File: config.mk
export PLATFORM = sky130hd
export DESIGN_NAME = trap_sequencer
export DESIGN_NICKNAME = d
export VERILOG_FILES = /design/src/rtl/trap_sequencer.sv
export SDC_FILE = /design/constraint.sdc
export NUM_CORES = 1
export LEC_CHECK = 0
export CORE_AREA = 2 2 308 310
export DETAILED_ROUTE_END_ITERATION = 8
export DIE_AREA = 0 0 310 312
export PLACE_DENSITY_LB_ADDON = 0.05
export SLEW_MARGIN = 20
export SYNTH_ARGS = -nofsm -noshare
export SYNTH_HDL_FRONTEND = slang
export SYNTH_SLANG_ARGS = --single-unit
File: constraint.sdc
create_clock -name clk_i -period 7.1 [get_ports clk_i]
set_input_delay 1.065 -clock clk_i [delete_from_list [all_inputs] [get_ports clk_i]]
set_output_delay 1.065 -clock clk_i [all_outputs]
set_load 0.01 [all_outputs]
File: src/rtl/trap_sequencer.sv
// Commit-stage trap controller: arbitrates interrupts against the head exception,
// resolves M/S delegation, sequences a flush handshake, then strobes the trap commit.
module trap_sequencer #(
   parameter int XLEN = 64
) (
   input  logic            clk_i,
   input  logic            arst_i,
   input  logic [XLEN-1:0] mip,
   input  logic [XLEN-1:0] mie,
   input  logic [XLEN-1:0] mideleg,
   input  logic [XLEN-1:0] medeleg,
   input  logic            mstatus_mie,
   input  logic            mstatus_sie,
   input  logic [1:0]      priv,
   input  logic [XLEN-1:0] mtvec,
   input  logic [XLEN-1:0] stvec,
   input  logic            cmt_valid,
   output logic            cmt_ready,
   input  logic            cmt_exc,
   input  logic [5:0]      cmt_cause,
   input  logic [XLEN-1:0] cmt_pc,
   input  logic [XLEN-1:0] cmt_tval,
   output logic            flush_req,
   input  logic            flush_ack,
   output logic            instr_commit_valid,
   output logic            trap_m,
   output logic            trap_s,
   output logic            trap_async,
   output logic [XLEN-1:0] trap_pc,
   output logic [XLEN-1:0] trap_value,
   output logic [XLEN-1:0] trap_cause,
   output logic            redirect_valid,
   output logic [XLEN-1:0] redirect_pc
);

   typedef enum logic [1:0] {ST_IDLE, ST_FLUSH, ST_TRAP} state_t;

   state_t          r_state, w_next_state;
   logic            r_to_s, r_async;
   logic [5:0]      r_cause;
   logic [XLEN-1:0] r_epc, r_tval, r_redirect;

   logic            w_m_ok, w_s_ok;
   logic [XLEN-1:0] w_takeable;
   logic            w_int_valid;
   logic [5:0]      w_int_cause;
   logic            w_event, w_to_s;
   logic [5:0]      w_cause;
   logic [XLEN-1:0] w_tval, w_tvec, w_base, w_redirect;

   // Delegated interrupts are never taken in M-mode; non-delegated ones are masked only by mstatus.MIE in M-mode.
   assign w_m_ok     = (priv != 2'd3) | mstatus_mie;
   assign w_s_ok     = (priv == 2'd0) | ((priv == 2'd1) & mstatus_sie);
   assign w_takeable = mip & mie & ((~mideleg & {XLEN{w_m_ok}}) | (mideleg & {XLEN{w_s_ok}}));

   // NOTE: every always_comb output gets a default first so no path leaves it unassigned (no latch).
   always_comb begin
      w_int_valid = 1'b1;
      w_int_cause = 6'd0;
      if      (w_takeable[11]) w_int_cause = 6'd11;
      else if (w_takeable[3])  w_int_cause = 6'd3;
      else if (w_takeable[7])  w_int_cause = 6'd7;
      else if (w_takeable[9])  w_int_cause = 6'd9;
      else if (w_takeable[1])  w_int_cause = 6'd1;
      else if (w_takeable[5])  w_int_cause = 6'd5;
      else                     w_int_valid = 1'b0;
   end

   assign w_event    = cmt_valid & (w_int_valid | cmt_exc);
   assign w_cause    = w_int_valid ? w_int_cause : cmt_cause;
   assign w_tval     = w_int_valid ? '0 : cmt_tval;
   assign w_to_s     = w_int_valid ? mideleg[w_cause] : (medeleg[w_cause] & (priv != 2'd3));
   assign w_tvec     = w_to_s ? stvec : mtvec;
   assign w_base     = {w_tvec[XLEN-1:2], 2'b00};
   assign w_redirect = (w_int_valid && (w_tvec[1:0] == 2'd1))
                       ? w_base + (XLEN'(w_cause) << 2) : w_base;

   always_comb begin
      w_next_state = r_state;
      case (r_state)
         ST_IDLE:  if (w_event)   w_next_state = ST_FLUSH;
         ST_FLUSH: if (flush_ack) w_next_state = ST_TRAP;
         ST_TRAP:                 w_next_state = ST_IDLE;
         default:                 w_next_state = ST_IDLE;
      endcase
   end

   // NOTE: sequential state uses non-blocking assignments so all registers update from pre-edge values.
   always_ff @(posedge clk_i or posedge arst_i) begin
      if (arst_i) begin
         r_state    <= ST_IDLE;
         r_to_s     <= 1'b0;
         r_async    <= 1'b0;
         r_cause    <= '0;
         r_epc      <= '0;
         r_tval     <= '0;
         r_redirect <= '0;
      end else begin
         r_state <= w_next_state;
         // Payload is captured once and frozen until the next accepted event.
         if (r_state == ST_IDLE && w_event) begin
            r_to_s     <= w_to_s;
            r_async    <= w_int_valid;
            r_cause    <= w_cause;
            r_epc      <= cmt_pc;
            r_tval     <= w_tval;
            r_redirect <= w_redirect;
         end
      end
   end

   assign cmt_ready          = (r_state == ST_IDLE);
   assign flush_req          = (r_state == ST_FLUSH);
   assign instr_commit_valid = (r_state == ST_TRAP);
   assign redirect_valid     = (r_state == ST_TRAP);
   assign trap_m             = (r_state == ST_TRAP) & ~r_to_s;
   assign trap_s             = (r_state == ST_TRAP) & r_to_s;
   assign trap_async         = (r_state == ST_TRAP) & r_async;
   assign trap_pc            = r_epc;
   assign trap_value         = r_tval;
   assign trap_cause         = {r_async, {(XLEN-7){1'b0}}, r_cause};
   assign redirect_pc        = r_redirect;

endmodule
==> summary.md <==
| Metric | Value |
|---|---|
| Outcome | `finished, final reports clean` |
| Total track usage | `15.4%` |
| Finished Layout Cells | `3495` |
| RSZ-0062 raised after global routing | `false` |
| Row Count | `between 100 and 150` |
| Max Cap Viol | `0` |
| Placer Congestion | `roughly 0.76` |
| Routed WL | `75900 um` |
| I/O pin count | `790` |
| Commonest cells after routing, fill and taps aside | `clkdlybuf4s50_1, nand2_1, dfrtp_1, nand3_1, buf_4` |
| Drt first pass iters | `5` |
| Fin crit share | `between 90 and 100%` |
| Initial core utilization | `13.9%` |
| Post-layout min period | `6580 ps` |
| Die height | `around 310 um` |
| Core Box Area | `between 90000 and 100000 um2` |
| Top cells by area, synth | `dfrtp_1, nand2_1, nand3_1` |
| Final ANT Viol Nets | `0` |
| Placed Area | `20500 um2` |
| CTS buffer count | `17` |
| Slowest-stage cell, CP | `clkdlybuf4s50_1` |
| PortBufs | `556` |
| Clk buf depth | `2` |
| Die Width | `310 um` |
| Post-synthesis cell area | `12900 um2` |
| Final core occ | `22.8%` |
| Final setup fails | `0` |
| YS warnings | `0` |
| Slew @ Worst Pin | `962 ps` |
| Die ar. | `just under 100000 um2` |
| Ys async rst share | `100%` |
| CTS tree | `done` |
| Max_slew headroom | `35.9%` |
| CP peak stage delay | `about 560 ps` |
| Nets | `2750` |
| Post-route cell area | `between 20000 and 25000 um2` |
| Crit path capture type | `flop` |
| Min-delay worst type | `flop to flop` |
| Yosys reg bits | `200` |
| Syn avg cell area | `8.02 um2` |
| Vias in the first global route | `14500` |
| Sink count of the clock tree | `200` |
| Final Skew | `20.1 ps` |
| Data required time of the critical path | `7490 ps` |
| Layout cells sized above 1 | `9.16%` |
| Most frequent standard cell in the layout excluding fill and tap cells | `clkdlybuf4s50_1` |
| Initial DRC count | `629` |
| DR DRC count | `0` |
| Final HPWL DP | `around 59000 um` |
| Routed vias/inst | `4.01` |
| First-pass GRT wire length | `108000 um` |
| Area grow syn2layout | `64.0%` |
| Post-synthesis sequential area ratio | `between 30% and 40%` |
| Cell taking the most area after synthesis | `dfrtp_1` |
| Hold Violations, Final | `0` |
| Initial antenna violation count | `25` |
| Count of cell types in the netlist | `between 80 and 90` |
| Area share of the largest cell type after synthesis | `38.7%` |
| H-tree depth | `4` |
| F_max | `152 MHz` |
| Startpoint types | `input pin` |
| Hold buffer count at CTS | `0` |
| Max-slew violation count | `0` |
| Via count | `between 10000 and 15000` |
| Pleak | `between 8 and 9 nW` |
| Placed Instances | `3449` |
| Clock Latency Late Sink | `between 500 and 600 ps` |
| Post-synth EDFFs | `0` |
| Worst setup path class | `input pin to flop` |
| Root Buffer | `clkbuf_16` |
| Avg WL per Cell | `between 20 and 25 um` |
| CP arrival | `around 7000 ps` |
| Aggregate global routing overflow | `0` |
| Peak VDD IR | `about 170 uV` |
| Power per Cell Area | `278 nW/um2` |
| Largest net degree at the start of global routing | `141` |
| Worst-path clk slew | `around 90 ps` |
| CP max FO | `13` |
| Mapped Cells | `1613` |
| Ys flop type | `dfrtp_1` |
## timing repair
item,CTS,global route
setup buffers,0,2
endpoints found under the setup margin,1,23
pin swaps,0,1
gates resized for setup,1,9
gates cloned,0,0
## final cells by class
class                           instances  area [um2]
Antenna cell                           13        32.5
Clock buffer                           18         439
Clock inverter                         13         180
Fill cell                           10400       71800
Inverter                               21        86.3
Multi-Input combinational cell       1299        7260
Sequential cell                       200        5000
Tap cell                             1254        1570
Timing Repair Buffer                  677        6640
## routing by layer
metal,vias up,wire length [um],global-route usage [%]
met5,-,209,0
met2,474,34900,25.3
li1,6712,-,-
met4,30,990,3.54
met3,70,6570,5.99
met1,6739,33200,18.9
## cell families (layout without fill, tap and decap cells)
kind of cell / count (synthesis) / in the layout / synth area share [%]
mux: 46 / 46 / 3.65
xor+xnor: 75 / 75 / 5.08
compound gates: 248 / 248 / 14.3
other cells: 1 / 72 / 0.0290
simple gates: 864 / 864 / 30.1
fa+ha+maj: 7 / 7 / 0.735
buf+inv: 172 / 729 / 7.44
flops: 200 / 200 / 38.7
## registers in the layout, indices dropped and copies added (netlist names)
signal       count
r_cause          6
trap_value      64
r_async          1
trap_pc         64
r_state          2
redirect_pc     62
r_to_s           1
## critical path: cells and delay by family
family | cells | cell delay (ps)
AND/OR/NAND/NOR | 10 | 1110
multiplexers | 2 | 370
adder cells (fa/ha/maj) | 1 | 230
buffers and inverters | 8 | 1710
AO/OA/AOI/OAI | 12 | 2410
## cells in the mapped netlist (all sizes together), types with 29 or more instances
cell type / count
buf: 93
nand2: 488
clkbuf: 58
xnor2: 46
o21ai: 73
dfrtp: 200
nand3: 128
a21oi: 31
mux2i: 40
xor2: 29
nor2: 78
and3: 32
## where the power goes
group	switching [mW]	internal, mW	total [mW]
Clock	0.602	0.546	1.15
Sequential	0.266	1.59	1.86
Combinational	1.46	1.42	2.88
Total	2.33	3.56	5.89
## worst paths after layout
path,startpoint,end,slack [ps],cells past startpoint
setup / recovery,mstatus_sie,redirect_pc[61],520,33
hold / removal,trap_value[15],trap_value[15],470,2
setup reg to reg,r_state[0],trap_value[8],4200,5
hold reg to reg,trap_value[15],trap_value[15],470,2
max in group asynchronous,arst_i,r_state[0],4460,3
min in group asynchronous,arst_i,trap_value[57],1140,2
## stage by stage
stage	setup slack [ps]	power (mW)	hold WS, ps	TNS, ps
final	519	5.89	471	0
after detailed placement	-598	4.83	454	-15900
after CTS	96.7	6.04	475	0
after global placement	-642	4.83	451	-19420
after global routing	24.3	6.34	498	0
after floorplan	581	3.01	464	0
No activity file was read; power rests on OpenSTA's default activity.
